===== src/rtl/l2_victim_buffer_if.sv =====
// Line-granular request/response bus shared by the L2 side and the memory side.
// The master issues address/read/write/wdata; the slave returns rdata and a resp pulse.
interface l2_victim_buffer_if;
    logic [31:0]  address;
    logic         read;
    logic         write;
    logic [255:0] wdata;
    logic [255:0] rdata;
    logic         resp;

    modport master (output address, read, write, wdata, input rdata, resp);
    modport slave  (input address, read, write, wdata, output rdata, resp);
endinterface


===== src/rtl/l2_victim_buffer.sv =====
// Write-back victim buffer: absorbs dirty L2 evictions in a small FIFO, serves read hits
// from it, lets read misses bypass pending drains, and drains to memory when L2 is idle.
module l2_victim_buffer #(
    parameter int depth = 4
) (
    input  logic               clk,
    input  logic               rst_n,
    l2_victim_buffer_if.slave  l2,
    l2_victim_buffer_if.master pmem
);
    localparam int PTR_W = $clog2(depth);
    localparam int CNT_W = PTR_W + 1;
    localparam logic [CNT_W-1:0] FULL_COUNT = CNT_W'(depth);

    localparam logic [1:0] IDLE      = 2'd0;
    localparam logic [1:0] READ_MEM  = 2'd1;
    localparam logic [1:0] WRITE_MEM = 2'd2;
    localparam logic [1:0] RESP      = 2'd3;

    logic [1:0]       state;
    logic [depth-1:0] valid;
    logic [26:0]      tag_mem  [depth];
    logic [255:0]     data_mem [depth];
    logic [PTR_W-1:0] head;
    logic [PTR_W-1:0] tail;
    logic [PTR_W-1:0] hit_idx;
    logic [CNT_W-1:0] count;
    logic [255:0]     rdata_q;
    logic [255:0]     wdata_q;
    logic [31:0]      paddr_q;

    logic hit;
    logic full;
    logic in_idle;
    logic do_read_hit;
    logic do_read_miss;
    logic do_coalesce;
    logic do_push;
    logic do_drain;

    wire unused_addr_bits = &{1'b0, l2.address[4:0]};

    // Coalescing keeps tags unique, so at most one entry can match.
    always_comb begin
        hit     = 1'b0;
        hit_idx = '0;
        for (int i = 0; i < depth; i++) begin
            if (valid[i] && (tag_mem[i] == l2.address[31:5])) begin
                hit     = 1'b1;
                hit_idx = PTR_W'(i);
            end
        end
    end

    assign full         = (count == FULL_COUNT);
    assign in_idle      = (state == IDLE);
    assign do_read_hit  = in_idle &  l2.read &  hit;
    assign do_read_miss = in_idle &  l2.read & ~hit;
    assign do_coalesce  = in_idle & ~l2.read &  l2.write &  hit;
    assign do_push      = in_idle & ~l2.read &  l2.write & ~hit & ~full;
    assign do_drain     = in_idle & ~l2.read &
                          (l2.write ? (~hit & full) : (count != '0));

    // Line storage needs no reset: valid bits alone decide what is live.
    always_ff @(posedge clk) begin
        if (do_coalesce) begin
            data_mem[hit_idx] <= l2.wdata;
        end else if (do_push) begin
            data_mem[tail] <= l2.wdata;
            tag_mem[tail]  <= l2.address[31:5];
        end
    end

    always_ff @(posedge clk or negedge rst_n) begin
        if (!rst_n) begin
            state   <= IDLE;
            valid   <= '0;
            head    <= '0;
            tail    <= '0;
            count   <= '0;
            rdata_q <= '0;
            wdata_q <= '0;
            paddr_q <= '0;
        end else begin
            case (state)
                IDLE: begin
                    if (do_read_hit) begin
                        rdata_q <= data_mem[hit_idx];
                        state   <= RESP;
                    end else if (do_read_miss) begin
                        paddr_q <= {l2.address[31:5], 5'b0};
                        state   <= READ_MEM;
                    end else if (do_coalesce) begin
                        state   <= RESP;
                    end else if (do_push) begin
                        valid[tail] <= 1'b1;
                        tail        <= tail + 1'b1;
                        count       <= count + 1'b1;
                        state       <= RESP;
                    end else if (do_drain) begin
                        // A full-buffer write stays pending and is retried after this drain.
                        paddr_q <= {tag_mem[head], 5'b0};
                        wdata_q <= data_mem[head];
                        state   <= WRITE_MEM;
                    end
                end
                READ_MEM: begin
                    if (pmem.resp) begin
                        rdata_q <= pmem.rdata;
                        state   <= RESP;
                    end
                end
                WRITE_MEM: begin
                    if (pmem.resp) begin
                        valid[head] <= 1'b0;
                        head        <= head + 1'b1;
                        count       <= count - 1'b1;
                        state       <= IDLE;
                    end
                end
                RESP:    state <= IDLE;
                default: state <= IDLE;
            endcase
        end
    end

    assign l2.rdata     = rdata_q;
    assign l2.resp      = (state == RESP);
    assign pmem.address = paddr_q;
    assign pmem.read    = (state == READ_MEM);
    assign pmem.write   = (state == WRITE_MEM);
    assign pmem.wdata   = wdata_q;
endmodule

===== src/flat_wrapper.sv =====
// flat-port wrapper written by rule: the top's interface ports become plain ports
module l2_victim_buffer_flat 
#(
    parameter int depth = 4
)
  (clk, rst_n, l2_address, l2_read, l2_write, l2_wdata, l2_rdata, l2_resp, pmem_address, pmem_read, pmem_write, pmem_wdata, pmem_rdata, pmem_resp);
  l2_victim_buffer_if l2_i ();
  l2_victim_buffer_if pmem_i ();
  input  logic clk;
  input  logic rst_n;
  input wire logic [$bits(l2_i.address)-1:0] l2_address;
  input wire logic [$bits(l2_i.read)-1:0] l2_read;
  input wire logic [$bits(l2_i.write)-1:0] l2_write;
  input wire logic [$bits(l2_i.wdata)-1:0] l2_wdata;
  output wire logic [$bits(l2_i.rdata)-1:0] l2_rdata;
  output wire logic [$bits(l2_i.resp)-1:0] l2_resp;
  output wire logic [$bits(pmem_i.address)-1:0] pmem_address;
  output wire logic [$bits(pmem_i.read)-1:0] pmem_read;
  output wire logic [$bits(pmem_i.write)-1:0] pmem_write;
  output wire logic [$bits(pmem_i.wdata)-1:0] pmem_wdata;
  input wire logic [$bits(pmem_i.rdata)-1:0] pmem_rdata;
  input wire logic [$bits(pmem_i.resp)-1:0] pmem_resp;
  assign l2_i.address = l2_address;
  assign l2_i.read = l2_read;
  assign l2_i.write = l2_write;
  assign l2_i.wdata = l2_wdata;
  assign l2_rdata = l2_i.rdata;
  assign l2_resp = l2_i.resp;
  assign pmem_address = pmem_i.address;
  assign pmem_read = pmem_i.read;
  assign pmem_write = pmem_i.write;
  assign pmem_wdata = pmem_i.wdata;
  assign pmem_i.rdata = pmem_rdata;
  assign pmem_i.resp = pmem_resp;
  l2_victim_buffer #(.depth(depth)) u_core (.clk(clk), .rst_n(rst_n), .l2(l2_i), .pmem(pmem_i));
endmodule

===== config.mk =====
export PLATFORM = sky130hd
export DESIGN_NAME = l2_victim_buffer_flat
export DESIGN_NICKNAME = d
export VERILOG_FILES = /design/src/rtl/l2_victim_buffer_if.sv /design/src/rtl/l2_victim_buffer.sv /design/src/flat_wrapper.sv
export SDC_FILE = /design/constraint.sdc
export NUM_CORES = 2
export LEC_CHECK = 0
export CAP_MARGIN = 0
export CORE_AREA = 2 2 429 431
export CTS_CLUSTER_DIAMETER = 150
export DETAILED_ROUTE_END_ITERATION = 7
export DIE_AREA = 0 0 431 433
export GPL_ROUTABILITY_DRIVEN = 1
export PLACE_DENSITY = 0.65
export SLEW_MARGIN = 30
export SYNTH_ARGS = -nofsm -noshare
export SYNTH_HDL_FRONTEND = slang
export SYNTH_SLANG_ARGS = --single-unit
export TNS_END_PERCENT = 30

===== constraint.sdc =====
create_clock -name clk -period 41 [get_ports clk]
set_input_delay 10.25 -clock clk [delete_from_list [all_inputs] [get_ports clk]]
set_output_delay 10.25 -clock clk [all_outputs]
set_load 0.1 [all_outputs]

Yosys cells after proc, flatten, opt, wreduce, memory -nomap -nowiden
Memory sizes are Yosys's and may differ from the RTL's. A register that Yosys moved wholly into a read port is not among the register bits.
Cells that the tools add are included.
- flip-flop bits (word level): 301
- RAM bits: 1132
- input port bits: 549
- memories: 2
- $add $sub $neg: 4
- order comparisons: 4
- equality and inequality tests: 18
- mux-type cells: 47
- bitwise operators: 20
- reduce and logical (&&, ||, !) cells: 20
- memories (memory ; words ; width ; read ports ; clocked after memory_dff ; write ports ; line ; source):
    u_core.data_mem ; 4 ; 256 ; 2 ; 1 ; 1 ; l2_victim_buffer.sv:23 ; logic [255:0] data_mem [depth];
    u_core.tag_mem ; 4 ; 27 ; 5 ; 0 ; 1 ; l2_victim_buffer.sv:22 ; logic [26:0] tag_mem [depth];
- operator list (operator ; number):
    $mux W256 ; 3
    $pmux W256 S2 ; 1
    $reduce_or A256 Y1 ; 1
    $mux W32 ; 4
    $eq A27 B27 Y1 ; 4
    $mux W2 ; 10
    $mux W4 ; 5
    $mux W3 ; 5
    $mux W1 ; 14
    $reduce_and A6 Y1 ; 2
    $and A1 B1 Y1 ; 10
    $ne A2 B2 Y1 const B ; 5
    $reduce_and A5 Y1 ; 2
    $ne A2 B1 Y1 const B ; 4
    $pmux W2 S4 ; 1
    $pmux W4 S2 ; 1
    $not A1 Y1 ; 7
    $logic_and A1 B1 Y1 ; 6
    $lt A2 B3 Y1 const B ; 2
    $ne A6 B6 Y1 const B ; 1
    $pmux W3 S2 ; 1
    $reduce_and A3 Y1 ; 2
    $reduce_bool A2 Y1 ; 3
    $add A2 B1 Y2 const B ; 2
    14 further kinds ; 17

Longest topological paths before layout
An unclocked memory read counts as a cell.
- depth in word-level cells: 17
- mapped depth: 11

Worst setup path after synthesis
Ideal clock, no wire load.
- kind: input-to-reg
- start point: input port l2_address[7]
- end point: memory u_core.data_mem[1][0], enable pin
- arrival: 51.379 ns
- path slack: -12.612 ns
- stages: 8
- buffers on the path: 1
- cells stage by stage: buf_2 > xnor2_1 > nand4_1 > or4_1 > or4_4 > nand3_2 > o211ai_1 > a2111oi_0
- cells in the longest elaborated chain, start to end: 14
- elaborated cells between the ends (all ways): 27
- those cells by class: 4 x eq/ne; 14 x mux; 4 x bitwise; 5 x reduce/logical
- RTL lines (what ; line ; source):
    from (decl) ; flat_wrapper.sv:11 ; input wire logic [$bits(l2_i.address)-1:0] l2_address;
    $eq A27 B27 Y1 ; l2_victim_buffer.sv:48 ; if (valid[i] && (tag_mem[i] == l2.address[31:5])) begin
    $logic_and A1 B1 Y1 ; l2_victim_buffer.sv:48 ;
    $mux W1 (4 in a row) ; l2_victim_buffer.sv:48 ;
    $not A1 Y1 ; l2_victim_buffer.sv:60 ; assign do_push = in_idle & ~l2.read & l2.write & ~hit & ~full;
    $and A1 B1 Y1 (2 in a row) ; l2_victim_buffer.sv:60 ;
    $mux W1 ; l2_victim_buffer.sv:68 ; end else if (do_push) begin
    $mux W1 ; l2_victim_buffer.sv:66 ; if (do_coalesce) begin
    $mux W1 (not written as such) ; l2_victim_buffer.sv:69 ; data_mem[tail] <= l2.wdata;
    $reduce_or A256 Y1 (no line) ; n/a ;
    $mux W2 (no line) or $mux W1 (tied branches) ; n/a ;
    to (decl) ; l2_victim_buffer.sv:23 ;
Parallel ways exist; a longest one is shown, timed or not.

Worst setup path in the final report
- start point: input port l2_address[5]
- end point: memory u_core.data_mem[0][135], enable pin
Same word-level chain as after synthesis.

==> results by group <==
Power and ir drop
  – Power density of the placed cells: 86.73 nW/um^2
  – Total power: 0.008112 W
  – Leakage power: 32.90 nW
  – Peak supply drop: 0.07325 mV

Clock tree
  – CTS H-tree lvls: 4
  – Later-pin clock latency in the skew report: 860 ps
  – TritonCTS clock tree: done
  – Resized Gates After CTS: 0
  – CTS Buffer Depth: 3
  – Clock sink count: 1684
  – Post-CTS setup buffer count: 0
  – CTS clock-pin slew for the worst setup and hold paths: 60 ps
  – Total CTS buffers: 184
  – CTS Hold Buffers Added: 0
  – Cell chosen for the clock root: sky130_fd_sc_hd__clkbuf_16

Worst setup path
  – Worst endpoint required time: 41440 ps
  – Maximum net fanout on the critical path: 53
  – R2R depth: 12
  – Launch instance of the worst register-to-register path: u_core.tag_mem[1][0]
  – Critical register-to-register path endpoint: u_core.data_mem[0][135]
  – CP startpoint kind: input port
  – Reg-to-reg setup timing slack: 34630 ps
  – Category of the critical setup timing path: in -> reg
  – Arrival time worst endpoint: 16520 ps
  – Critical Path Sink Type: register

Min path
  – HP Start: u_core.l2.rdata[45]
  – Type of the most critical hold path: reg -> reg
  – Hold worst-path end: u_core.l2.rdata[45]
  – Hold Crit Depth: 1

STA
  – Rel. slew slack: 0.2264
  – Final period utilization: 0.3922
  – Summed negative setup slack over all endpoints: 0 ps
  – Max Slew Vio Count: 0
  – Maximum clock frequency: 0.06220 GHz
  – Unrepaired setup endpoints after global routing: false
  – Clock period minus worst slack: 16080 ps
  – Fin Clk Skew: 53.07 ps
  – Final count of negative-setup-slack endpoints: 0
  – Transition time at the pin with the least slew margin: 1160 ps
  – Final hold vios: 0

Cells and area
  – Filler-free cell count of the finished design: 8373
  – Layout net count: 6316
  – Fraction of final layout cells with drive strength greater than 1: 0.1997
  – Util after Layout: 0.5136
  – Layout Area Growth over Synthesis: 23.63%
  – Post-layout instance area: 93530 um^2

Logic synthesis
  – Syn Std Cell Area: 75660 um^2
  – Most used DFF post-synth: sky130_fd_sc_hd__edfxtp_1
  – Number of synthesis warnings: 0
  – Syn_area_per_cell: 15.73 um^2
  – Number of flops mapped to enable cells by yosys: 1132
  – Register bit count reported by yosys: 1684
  – Count of different cell masters after synthesis: 56
  – Seq/Total Area, Yosys: 0.6319
  – Share of flip-flops with an asynchronous set or reset after synthesis: 0.3278
  – Post-Syn Instances: 4811

Placement
  – Cell Count Post-Placement: 7952
  – Final weighted congestion of routability-driven global placement: 0.8820
  – Post-place instance area: 87160 um^2
  – Input/output buffers: 1085
  – Half-perimeter wire length after placement: 163100 um

Run
  – Max Cap Viol: 0

Drt
  – Drc violations: 0
  – Overall routed net length: 263500 um
  – Drt first pass iters: 8
  – 1st-iter DRT viols: 4479
  – Average via count per standard cell: 5.998
  – Number of nets with antenna violations after routing: 0
  – Detail-routed net length per standard cell: 31.47 um
  – Overall via count from detail_route: 50220

Floorplan
  – Die boundary height: 433 um
  – Core Area: 182100 um^2
  – Die Footprint: 186600 um^2
  – X dimension of the die: 431 um
  – Initial cell density of the core: 0.4155
  – Placement row count: 157
  – Number of top-level design ports: 1096

GRT
  – Vias in the first global route: 50080
  – Largest net degree at the start of global routing: 122
  – Wire length of the first global-routing pass: 371400 um
  – Total Routing Usage GR: 0.2745
  – Initial antenna violation count: 95
  – Congestion Overflow GR: 0

Status
  – Outcome: complete, no violations
layout by cell type (no fill, tap or decap), types with 77 or more instances in the layout:
| cell type | n |
|---|---|
| sky130_fd_sc_hd__a211oi_1 | 256 |
| sky130_fd_sc_hd__a21boi_0 | 242 |
| sky130_fd_sc_hd__a31oi_1 | 256 |
| sky130_fd_sc_hd__and2_1 | 259 |
| sky130_fd_sc_hd__buf_2 | 233 |
| sky130_fd_sc_hd__buf_4 | 100 |
| sky130_fd_sc_hd__clkbuf_16 | 185 |
| sky130_fd_sc_hd__clkdlybuf4s50_1 | 829 |
| sky130_fd_sc_hd__dfrtp_1 | 550 |
| sky130_fd_sc_hd__edfxtp_1 | 1132 |
| sky130_fd_sc_hd__mux2_1 | 266 |
| sky130_fd_sc_hd__mux2_4 | 208 |
| sky130_fd_sc_hd__mux4_2 | 283 |
| sky130_fd_sc_hd__nor2_1 | 287 |
| sky130_fd_sc_hd__o31ai_1 | 256 |
| sky130_fd_sc_hd__xnor2_1 | 77 |
how the worst max path moves through the flow:
stage,from,to,slack (ps),depth (start not counted)
6_report,l2_address[5],u_core.data_mem[0][135],24920,13
5_1_grt,l2_address[13],u_core.data_mem[0][141],24620,13
2_1_floorplan,l2_address[7],u_core.data_mem[0][0],-12540,8
4_1_cts,l2_address[5],u_core.data_mem[0][136],24910,13
3_3_place_gp,l2_address[13],u_core.data_mem[0][137],24020,13
3_5_place_dp,l2_address[5],u_core.data_mem[0][137],24020,13
worst max-delay path, cell delays in order:
cell and delay (ps):
sky130_fd_sc_hd__clkdlybuf4s50_1 600, sky130_fd_sc_hd__xnor2_1 490, sky130_fd_sc_hd__nand4_1 210, sky130_fd_sc_hd__nor4_4 300
sky130_fd_sc_hd__buf_4 600, sky130_fd_sc_hd__a22oi_1 380, sky130_fd_sc_hd__nand3_2 180, sky130_fd_sc_hd__buf_4 550
sky130_fd_sc_hd__o21ai_0 230, sky130_fd_sc_hd__a2111oi_2 380, sky130_fd_sc_hd__buf_4 530, sky130_fd_sc_hd__buf_4 820
sky130_fd_sc_hd__buf_4 810
metrics by stage:
stage / setup slack, ps / hold slack [ps]
after floorplan: -12540 / 449.4
after detailed placement: 24020 / 469.2
after global placement: 24020 / 468.5
after global routing: 24620 / 488.2
after CTS: 24910 / 481.9
final: 24920 / 479.2
area by class of cell:
cell class | count | area (um^2)
well taps | 2385 | 2984
multi-input cells | 2698 | 25820
inverters | 8 | 37.54
repair buffers | 1182 | 10580
flip-flops and latches | 1684 | 47810
clock inverters | 82 | 922.1
clock buffers | 265 | 5210
fillers | 15270 | 88570
diodes | 69 | 172.7
sequential cells by signal (all words and copies together) (netlist names):
register	flops
u_core.tag_mem	108
u_core.pmem.wdata	256
u_core.count	3
u_core.pmem.address	27
u_core.state	2
u_core.valid	4
u_core.l2.rdata	256
u_core.tail	2
u_core.data_mem	1024
u_core.head	2
routing by layer:
layer  vias to the layer above  track usage  routed length, um
li1                      20910            -                  -
met1                     26230       0.3485             101900
met2                      2448       0.4277             124600
met3                       585      0.06390              20670
met4                        46       0.1687              15980
met5                         -            0                326
report_power, final:
part | internal, W | switching (W)
clock | 0.000960 | 0.000709
sequential | 0.00214 | 0.000211
combinational | 0.00107 | 0.00302
total | 0.00418 | 0.00394
kinds of logic after synthesis:
| family | count (synthesis) | synth area share |
|---|---|---|
| compound gates | 1076 | 0.1029 |
| other cells | 1 | 0.00004957 |
| xor+xnor | 112 | 0.01297 |
| fa+ha+maj | 9 | 0.001588 |
| flops | 1684 | 0.6319 |
| simple gates | 646 | 0.04397 |
| buf+inv | 433 | 0.02859 |
| mux | 850 | 0.1780 |
Yosys cell counts (3+ instances only):
| cell | n | area [um^2] |
|---|---|---|
| sky130_fd_sc_hd__o31ai_1 | 256 | 1922 |
| sky130_fd_sc_hd__nor4_1 | 15 | 93.84 |
| sky130_fd_sc_hd__buf_6 | 57 | 641.9 |
| sky130_fd_sc_hd__buf_4 | 6 | 45.04 |
| sky130_fd_sc_hd__mux2_2 | 38 | 427.9 |
| sky130_fd_sc_hd__nor3_1 | 4 | 20.02 |
| sky130_fd_sc_hd__inv_1 | 8 | 30.03 |
| sky130_fd_sc_hd__nand2_1 | 14 | 52.55 |
| sky130_fd_sc_hd__nor2_1 | 287 | 1077 |
| sky130_fd_sc_hd__nor4b_1 | 6 | 52.55 |
| sky130_fd_sc_hd__a21boi_1 | 14 | 105.1 |
| sky130_fd_sc_hd__edfxtp_1 | 1132 | 33990 |
| sky130_fd_sc_hd__and3_1 | 8 | 50.05 |
| sky130_fd_sc_hd__o21ai_0 | 6 | 30.03 |
| sky130_fd_sc_hd__a31oi_1 | 256 | 1602 |
| sky130_fd_sc_hd__xnor2_1 | 77 | 674.4 |
| sky130_fd_sc_hd__a21boi_0 | 242 | 1817 |
| sky130_fd_sc_hd__nand4_1 | 32 | 200.2 |
| sky130_fd_sc_hd__mux2_4 | 208 | 3123 |
| sky130_fd_sc_hd__and2_1 | 260 | 1627 |
| sky130_fd_sc_hd__xor2_1 | 35 | 306.5 |
| sky130_fd_sc_hd__clkbuf_1 | 271 | 1017 |
| sky130_fd_sc_hd__dfrtp_1 | 552 | 13810 |
| sky130_fd_sc_hd__o22a_1 | 27 | 236.5 |
| sky130_fd_sc_hd__mux2i_1 | 55 | 550.5 |
| sky130_fd_sc_hd__a211oi_1 | 256 | 1922 |
| sky130_fd_sc_hd__a21oi_1 | 3 | 15.01 |
| sky130_fd_sc_hd__buf_2 | 70 | 350.3 |
| sky130_fd_sc_hd__mux2_1 | 266 | 2995 |
| sky130_fd_sc_hd__ha_1 | 8 | 100.1 |
| sky130_fd_sc_hd__buf_1 | 21 | 78.83 |
| sky130_fd_sc_hd__a21o_1 | 4 | 30.03 |
| sky130_fd_sc_hd__mux4_2 | 283 | 6374 |
| sky130_fd_sc_hd__nand3_1 | 3 | 15.01 |
Power figures use the tool's default switching activity.
